==> config.mk <==
export PLATFORM = sky130hd
export DESIGN_NAME = regfile_wb_bypass_flat
export DESIGN_NICKNAME = d
export VERILOG_FILES = /design/src/rtl/regfile_wb_bypass_pkg.sv /design/src/rtl/regfile_wb_bypass_if.sv /design/src/rtl/regfile_wb_bypass_cell.sv /design/src/rtl/regfile_wb_bypass.sv /design/src/flat_wrapper.sv
export SDC_FILE = /design/constraint.sdc
export NUM_CORES = 2
export LEC_CHECK = 0
export CAP_MARGIN = 30
export CORE_MARGIN = 2
export CORE_UTILIZATION = 62
export CTS_BUF_LIST = sky130_fd_sc_hd__clkbuf_8
export DETAILED_ROUTE_END_ITERATION = 16
export GPL_ROUTABILITY_DRIVEN = 0
export GPL_TIMING_DRIVEN = 1
export PLACE_DENSITY = 0.79
export RECOVER_POWER = 25
export SETUP_SLACK_MARGIN = 0.05
export SYNTH_ARGS = -nofsm -noshare
export SYNTH_HDL_FRONTEND = slang
export SYNTH_HIERARCHICAL = 1
export SYNTH_SLANG_ARGS = --single-unit
export TNS_END_PERCENT = 20
==> constraint.sdc <==
create_clock -name clock -period 3.9 [get_ports clock]
set_input_delay 0.39 -clock clock [delete_from_list [all_inputs] [get_ports clock]]
set_output_delay 0.39 -clock clock [all_outputs]
set_load 0.01 [all_outputs]
==> src/rtl/regfile_wb_bypass_pkg.sv <==
// Shared constants, types and the commit decode
// for the write-buffered register file.
package regfile_wb_bypass_pkg;

  localparam int DATA_W   = 32;
  localparam int ADDR_W   = 5;
  localparam int NUM_REGS = 1 << ADDR_W;

  typedef logic [DATA_W-1:0] data_t;
  typedef logic [ADDR_W-1:0] addr_t;

  localparam addr_t R0 = '0;

  typedef struct packed {
    logic  vld;
    addr_t addr;
    data_t data;
  } wbuf_t;

  // r0 has no storage, so the decode starts at bit 1
  function automatic logic [NUM_REGS-1:1] wr_decode(
    input addr_t a
  );
    logic [NUM_REGS-1:1] oh;
    for (int i = 1; i < NUM_REGS; i++) begin
      oh[i] = (a == addr_t'(i));
    end
    return oh;
  endfunction

endpackage

==> src/rtl/regfile_wb_bypass_if.sv <==
// Writeback/decode-facing bundle of the
// register file: one write port, two read ports.
interface regfile_wb_bypass_if;
  import regfile_wb_bypass_pkg::*;

  logic  ctrl_writeEnable;
  addr_t ctrl_writeReg;
  data_t data_writeReg;
  addr_t ctrl_readRegA;
  addr_t ctrl_readRegB;
  data_t data_readRegA;
  data_t data_readRegB;
  logic  write_pending;

  modport master (
    output ctrl_writeEnable,
    output ctrl_writeReg,
    output data_writeReg,
    output ctrl_readRegA,
    output ctrl_readRegB,
    input  data_readRegA,
    input  data_readRegB,
    input  write_pending
  );

  modport slave (
    input  ctrl_writeEnable,
    input  ctrl_writeReg,
    input  data_writeReg,
    input  ctrl_readRegA,
    input  ctrl_readRegB,
    output data_readRegA,
    output data_readRegB,
    output write_pending
  );

endinterface

==> src/rtl/regfile_wb_bypass_cell.sv <==
// Single architectural register: load-enabled
// flop with asynchronous active-low clear.
module reg_cell_32
  import regfile_wb_bypass_pkg::*;
(
  input  logic  clk,
  input  logic  rst_n,
  input  logic  en,
  input  data_t d,
  output data_t q
);

  data_t val_q;
  data_t val_d;

  always_comb begin
    val_d = val_q;
    if (en) val_d = d;
  end

  always_ff @(posedge clk or negedge rst_n) begin
    if (!rst_n) val_q <= '0;
    else        val_q <= val_d;
  end

  assign q = val_q;

endmodule

==> src/rtl/regfile_wb_bypass.sv <==
// 32x32 register file with a one-entry write
// buffer, bypassed reads and hardwired r0.
module regfile_wb_bypass
  import regfile_wb_bypass_pkg::*;
(
  input  logic clock,
  input  logic ctrl_reset_n,
  regfile_wb_bypass_if.slave rf_if
);

  wbuf_t wb_q;
  wbuf_t wb_d;
  logic  cap;

  logic [NUM_REGS-1:1] commit_en;
  data_t               rf [NUM_REGS];

  always_comb begin
    cap = rf_if.ctrl_writeEnable &&
          (rf_if.ctrl_writeReg != R0);
    wb_d     = wb_q;
    wb_d.vld = 1'b0;
    if (cap) begin
      wb_d.vld  = 1'b1;
      wb_d.addr = rf_if.ctrl_writeReg;
      wb_d.data = rf_if.data_writeReg;
    end
  end

  always_ff @(posedge clock or negedge ctrl_reset_n) begin
    if (!ctrl_reset_n) wb_q <= '0;
    else               wb_q <= wb_d;
  end

  always_comb begin
    commit_en = '0;
    if (wb_q.vld) commit_en = wr_decode(wb_q.addr);
  end

  assign rf[0] = '0;

  for (genvar i = 1; i < NUM_REGS; i++) begin : g_cell
    reg_cell_32 u_cell (
      .clk   (clock),
      .rst_n (ctrl_reset_n),
      .en    (commit_en[i]),
      .d     (wb_q.data),
      .q     (rf[i])
    );
  end

  // Buffer holds the newest value until it lands
  function automatic data_t rd_port(
    input addr_t a,
    input wbuf_t wb,
    input data_t arr
  );
    data_t r;
    unique case (1'b1)
      (a == R0):                  r = '0;
      (wb.vld && wb.addr == a):   r = wb.data;
      default:                    r = arr;
    endcase
    return r;
  endfunction

  assign rf_if.data_readRegA =
    rd_port(rf_if.ctrl_readRegA, wb_q,
            rf[rf_if.ctrl_readRegA]);
  assign rf_if.data_readRegB =
    rd_port(rf_if.ctrl_readRegB, wb_q,
            rf[rf_if.ctrl_readRegB]);

  assign rf_if.write_pending = wb_q.vld;

endmodule
==> src/flat_wrapper.sv <==
// flat-port wrapper written by rule: the top's interface ports become plain ports
module regfile_wb_bypass_flat import regfile_wb_bypass_pkg::*;
  (clock, ctrl_reset_n, rf_if_ctrl_writeEnable, rf_if_ctrl_writeReg, rf_if_data_writeReg, rf_if_ctrl_readRegA, rf_if_ctrl_readRegB, rf_if_data_readRegA, rf_if_data_readRegB, rf_if_write_pending);
  regfile_wb_bypass_if rf_if_i ();
  input  logic clock;
  input  logic ctrl_reset_n;
  input wire logic [$bits(rf_if_i.ctrl_writeEnable)-1:0] rf_if_ctrl_writeEnable;
  input wire logic [$bits(rf_if_i.ctrl_writeReg)-1:0] rf_if_ctrl_writeReg;
  input wire logic [$bits(rf_if_i.data_writeReg)-1:0] rf_if_data_writeReg;
  input wire logic [$bits(rf_if_i.ctrl_readRegA)-1:0] rf_if_ctrl_readRegA;
  input wire logic [$bits(rf_if_i.ctrl_readRegB)-1:0] rf_if_ctrl_readRegB;
  output wire logic [$bits(rf_if_i.data_readRegA)-1:0] rf_if_data_readRegA;
  output wire logic [$bits(rf_if_i.data_readRegB)-1:0] rf_if_data_readRegB;
  output wire logic [$bits(rf_if_i.write_pending)-1:0] rf_if_write_pending;
  assign rf_if_i.ctrl_writeEnable = rf_if_ctrl_writeEnable;
  assign rf_if_i.ctrl_writeReg = rf_if_ctrl_writeReg;
  assign rf_if_i.data_writeReg = rf_if_data_writeReg;
  assign rf_if_i.ctrl_readRegA = rf_if_ctrl_readRegA;
  assign rf_if_i.ctrl_readRegB = rf_if_ctrl_readRegB;
  assign rf_if_data_readRegA = rf_if_i.data_readRegA;
  assign rf_if_data_readRegB = rf_if_i.data_readRegB;
  assign rf_if_write_pending = rf_if_i.write_pending;
  regfile_wb_bypass u_core (.clock(clock), .ctrl_reset_n(ctrl_reset_n), .rf_if(rf_if_i));
endmodule
==> impl_summary.md <==
STA
The accumulated negative setup slack is 0 ns. Dividing the final minimum period by the clock period gives between 90 and 100%. The clock skew is 0.0249 ns. The routed design could run at a clock period as short as 3.90 ns.

The number of hold violations in the final report is 0. Setup violations remaining at the end of the flow were counted as 0. Setup repair after global routing could not meet its margin everywhere. The timing-limited maximum frequency is 256 MHz. In this run the tightest slew margin relative to its limit is -32.0%. The max-slew violation count is 280. For the pin with the worst max-slew slack, the measured transition is 1.98 ns.

Clock network
The H-tree was split into 4 levels. The clock-pin slew of the registers on the worst-case setup and hold paths is 0.06 ns. The cell at the root of the clock tree is sky130_fd_sc_hd__clkbuf_8. At the later pin of the worst-skew pair, clock insertion delay measures between 0.8 and 0.9 ns. The clock sink count is 1030. Counting the buffers created by CTS gives 172. The clock tree from TritonCTS is done. The number of buffers on the longest clock path is 3.

Place
The placed cell area is 0.0624 mm2. Port buffering added roughly 110 buffers. The detailed placer's ending HPWL is about 120 mm.

Cells and area
The ratio of cells with drive above 1 in the final layout is 50.7%. Measured on the finished design, the core utilization comes to 68.6%. Fill cells in the final layout number 6249. The summed area of non-filler cells in the final layout is about 0.066 mm2. The final layout net count is 4029.

Compared with the post-synthesis result, the final layout area differs by 9.93%.

Synthesis
The synthesized netlist occupies a cell area of approximately 0.06 mm2. In this run, synthesis produced a sequential element count of 1030. The predominant post-synthesis flop cell is sky130_fd_sc_hd__dfrtp_1.

The total nets after synthesis is between 3000 and 4000. The share of flip-flops with an asynchronous set or reset after synthesis is 100%. The number of library cell types mapped by synthesis is 49. The average cell area after synthesis is between 15 and 20 um2.

The number of standard cells after synthesis is 3781. The sequential element share of the synthesized area is 42.8%. The number of enable-type register cells in the synthesized netlist is 0. The count of yosys warnings during synthesis is 6.

Floorplan
The die extent in y is 316 um. The number of placement rows is 114. The effective utilization at floorplan is between 60% and 70%. The count of pins on the block boundary is ~120.

The core region is 0.0966 mm2. The die is 316 um wide. The floorplan step defined a die boundary enclosing 0.0997 mm2.

Job
The max-cap check violation count is 4.

Outcome
The run finished, with violations left. The checks that failed: capacitance limit, slew limit.

Detailed routing
The overall routed net length is 190 mm. In this run the remaining antenna-violating nets after routing total 0. The number of design-rule violations left by the first detailed-router iteration is about 5500.

After detailed routing, the number of vias per cell comes to slightly above 7. The detailed-router iteration count before antenna repair is 6. The detailed-route wire length per cell is between 30 and 40 um. The routed layout has 39185 vias.

The count of unresolved DRC violations after routing is 0.

Global routing
Global routing finished with a remaining overflow of 0. The first global-routing pass estimated 280 mm of wire. The number of antenna violations at the first check in global routing was 12.

Entering global routing, the biggest net connects 133 pins. The via count of the first global-routing pass is 40244. Across every metal layer, demand over resource in global routing totals 38.6%.

Power
The completed layout was analyzed and its total power is 36.5 mW. The power density relative to cell area is 550 mW/mm2. The standby leakage power is 29.5 nW. The peak ir drop on the vdd network is 354 uV.

Critical path
The top fanout value on the critical path is 8. The path type of the worst setup path is flop to primary output. The reg2reg setup slack is 1.02 ns.

The sort of element at the end of the critical path is a primary output. The critical path goes through xnor2_1 -> nand4_1 -> buf_4 -> nor2_4 -> nor2b_4 -> buf_4 -> a32o_1 -> clkdlybuf4s50_1. In this design, the critical path's most frequently occurring cell is sky130_fd_sc_hd__buf_4. STA puts the critical path data arrival time at 3.51 ns. The type of origin of the critical path is a flop. On the critical path, the stage with the largest delay is an instance of sky130_fd_sc_hd__clkdlybuf4s50_1. For the worst setup path, the data required time is 3.51 ns. For this run, the slowest stage of the critical path takes 0.60 ns.

Worst hold path
The tightest min-delay check is of the input port to flop type.
==> cell usage after synthesis (all sizes together) (7+ instances only) <==
cell     number  area [um2]
nor2         72         270
dfrtp      1030       25800
a2111oi       9        78.8
nand2       194         728
nand3        21         105
or3           7        43.8
a22oi        40         300
a211oi       26         195
a221oi       88         771
mux2       1097       15800
nor3         17        85.1
buf         269        3210
o31ai        11        82.6
a221o        24         240
a21oi        33         165
a22o         16         140
o221ai       25         219
mux2i       137        1370
mux4        400        9010
o311ai       18         158
clkbuf       80         300
o21ai        26         130
nor2b        55         344
a32o         32         320
==> power by group <==
group	switching, mW	internal, mW
Clock	4.75	5.51
Sequential	2.55	13.5
Combinational	3.60	6.59
==> placed cells by master, fill, tap and decap left out, types with 57 or more instances in the layout <==
cell type / synthesis / layout
sky130_fd_sc_hd__dfrtp_1: 1030 / 1025
sky130_fd_sc_hd__mux2i_1: 137 / 137
sky130_fd_sc_hd__inv_1: 2 / 57
sky130_fd_sc_hd__clkbuf_8: 0 / 210
sky130_fd_sc_hd__mux2_2: 153 / 153
sky130_fd_sc_hd__nand2_1: 194 / 193
sky130_fd_sc_hd__mux4_2: 400 / 400
sky130_fd_sc_hd__buf_4: 27 / 189
sky130_fd_sc_hd__clkdlybuf4s50_1: 0 / 89
sky130_fd_sc_hd__mux2_4: 930 / 930
sky130_fd_sc_hd__a221oi_1: 88 / 87
==> timing repair <==
item / 4_1_cts / 5_1_grt
pin swaps: 2 / 2
gates resized for setup: 41 / 31
setup endpoints to repair: 63 / 39
setup buffers: 1 / 3
cloned: 0 / 0
hold buffers: 1 / 0
hold endpoints to repair: 104 / 0
==> through the flow <==
step           hold WS, ns  setup slack [ns]  cells
2_1_floorplan       0.0944              1.24   3781
3_3_place_gp         0.411            0.0724   5074
3_5_place_dp         0.412            0.0198   5075
4_1_cts             0.0211           -0.0749   5386
5_1_grt             0.0652            0.0446   5391
6_report            0.0751           0.00124   5393
==> logic make-up after synthesis <==
| family | count (synthesis) | share of synthesized area (%) |
|---|---|---|
| compound gates | 366 | 4.87 |
| simple gates | 389 | 2.86 |
| mux | 1634 | 43.5 |
| buf+inv | 352 | 5.84 |
| flops | 1030 | 42.8 |
| xor+xnor | 10 | 0.145 |
==> sequential cells by signal, indices dropped and copies added, names as in the netlist <==
name / cells
u_core/wb_q: 37
u_core/rf_if.write_pending: 1
u_core/g_cell.u_cell/q: 992
==> cell type report <==
| class | instances | area [um2] | area share, % |
|---|---|---|---|
| Timing Repair Buffer | 373 | 3800 | 5.73 |
| Clock buffer | 210 | 2890 | 4.36 |
| Sequential cell | 1030 | 25800 | 38.9 |
| Clock inverter | 99 | 743 | 1.12 |
| Antenna cell | 3 | 7.51 | 0.0113 |
| Inverter | 3 | 11.3 | 0.0170 |
| Tap cell | 1276 | 1600 | 2.41 |
| Multi-Input combinational cell | 2399 | 31400 | 47.4 |
==> layer usage <==
metal	wire length, um	GRT usage, %	vias to the layer above
li1	-	-	15014
met1	72100	52.9	20476
met2	81700	54.3	3021
met3	24800	14.0	656
met4	10900	19.8	18
met5	110	0	-
==> worst max-delay path, delay by kind of cell (launching register included) <==
kind | cells | cell delay [ns]
buf+inv | 3 | 1.07
simple gates | 3 | 0.60
flops | 1 | 0.50
compound gates | 1 | 0.35
xor+xnor | 1 | 0.15
==> worst paths after layout <==
| kind | from | to | cells after the start |
|---|---|---|---|
| max | u_core/wb_q[36] | rf_if_data_readRegA[29] | 8 |
| min | rf_if_data_writeReg[5] | u_core/wb_q[5] | 3 |
| max reg2reg | u_core/rf_if.write_pending | u_core/g_cell[26].u_cell/q[31] | 5 |
| min reg2reg | u_core/wb_q[13] | u_core/wb_q[13] | 2 |
| max in group asynchronous | ctrl_reset_n | u_core/g_cell[5].u_cell/q[1] | 3 |
| min in group asynchronous | ctrl_reset_n | u_core/g_cell[8].u_cell/q[24] | 2 |
Power figures use the tool's default switching activity.
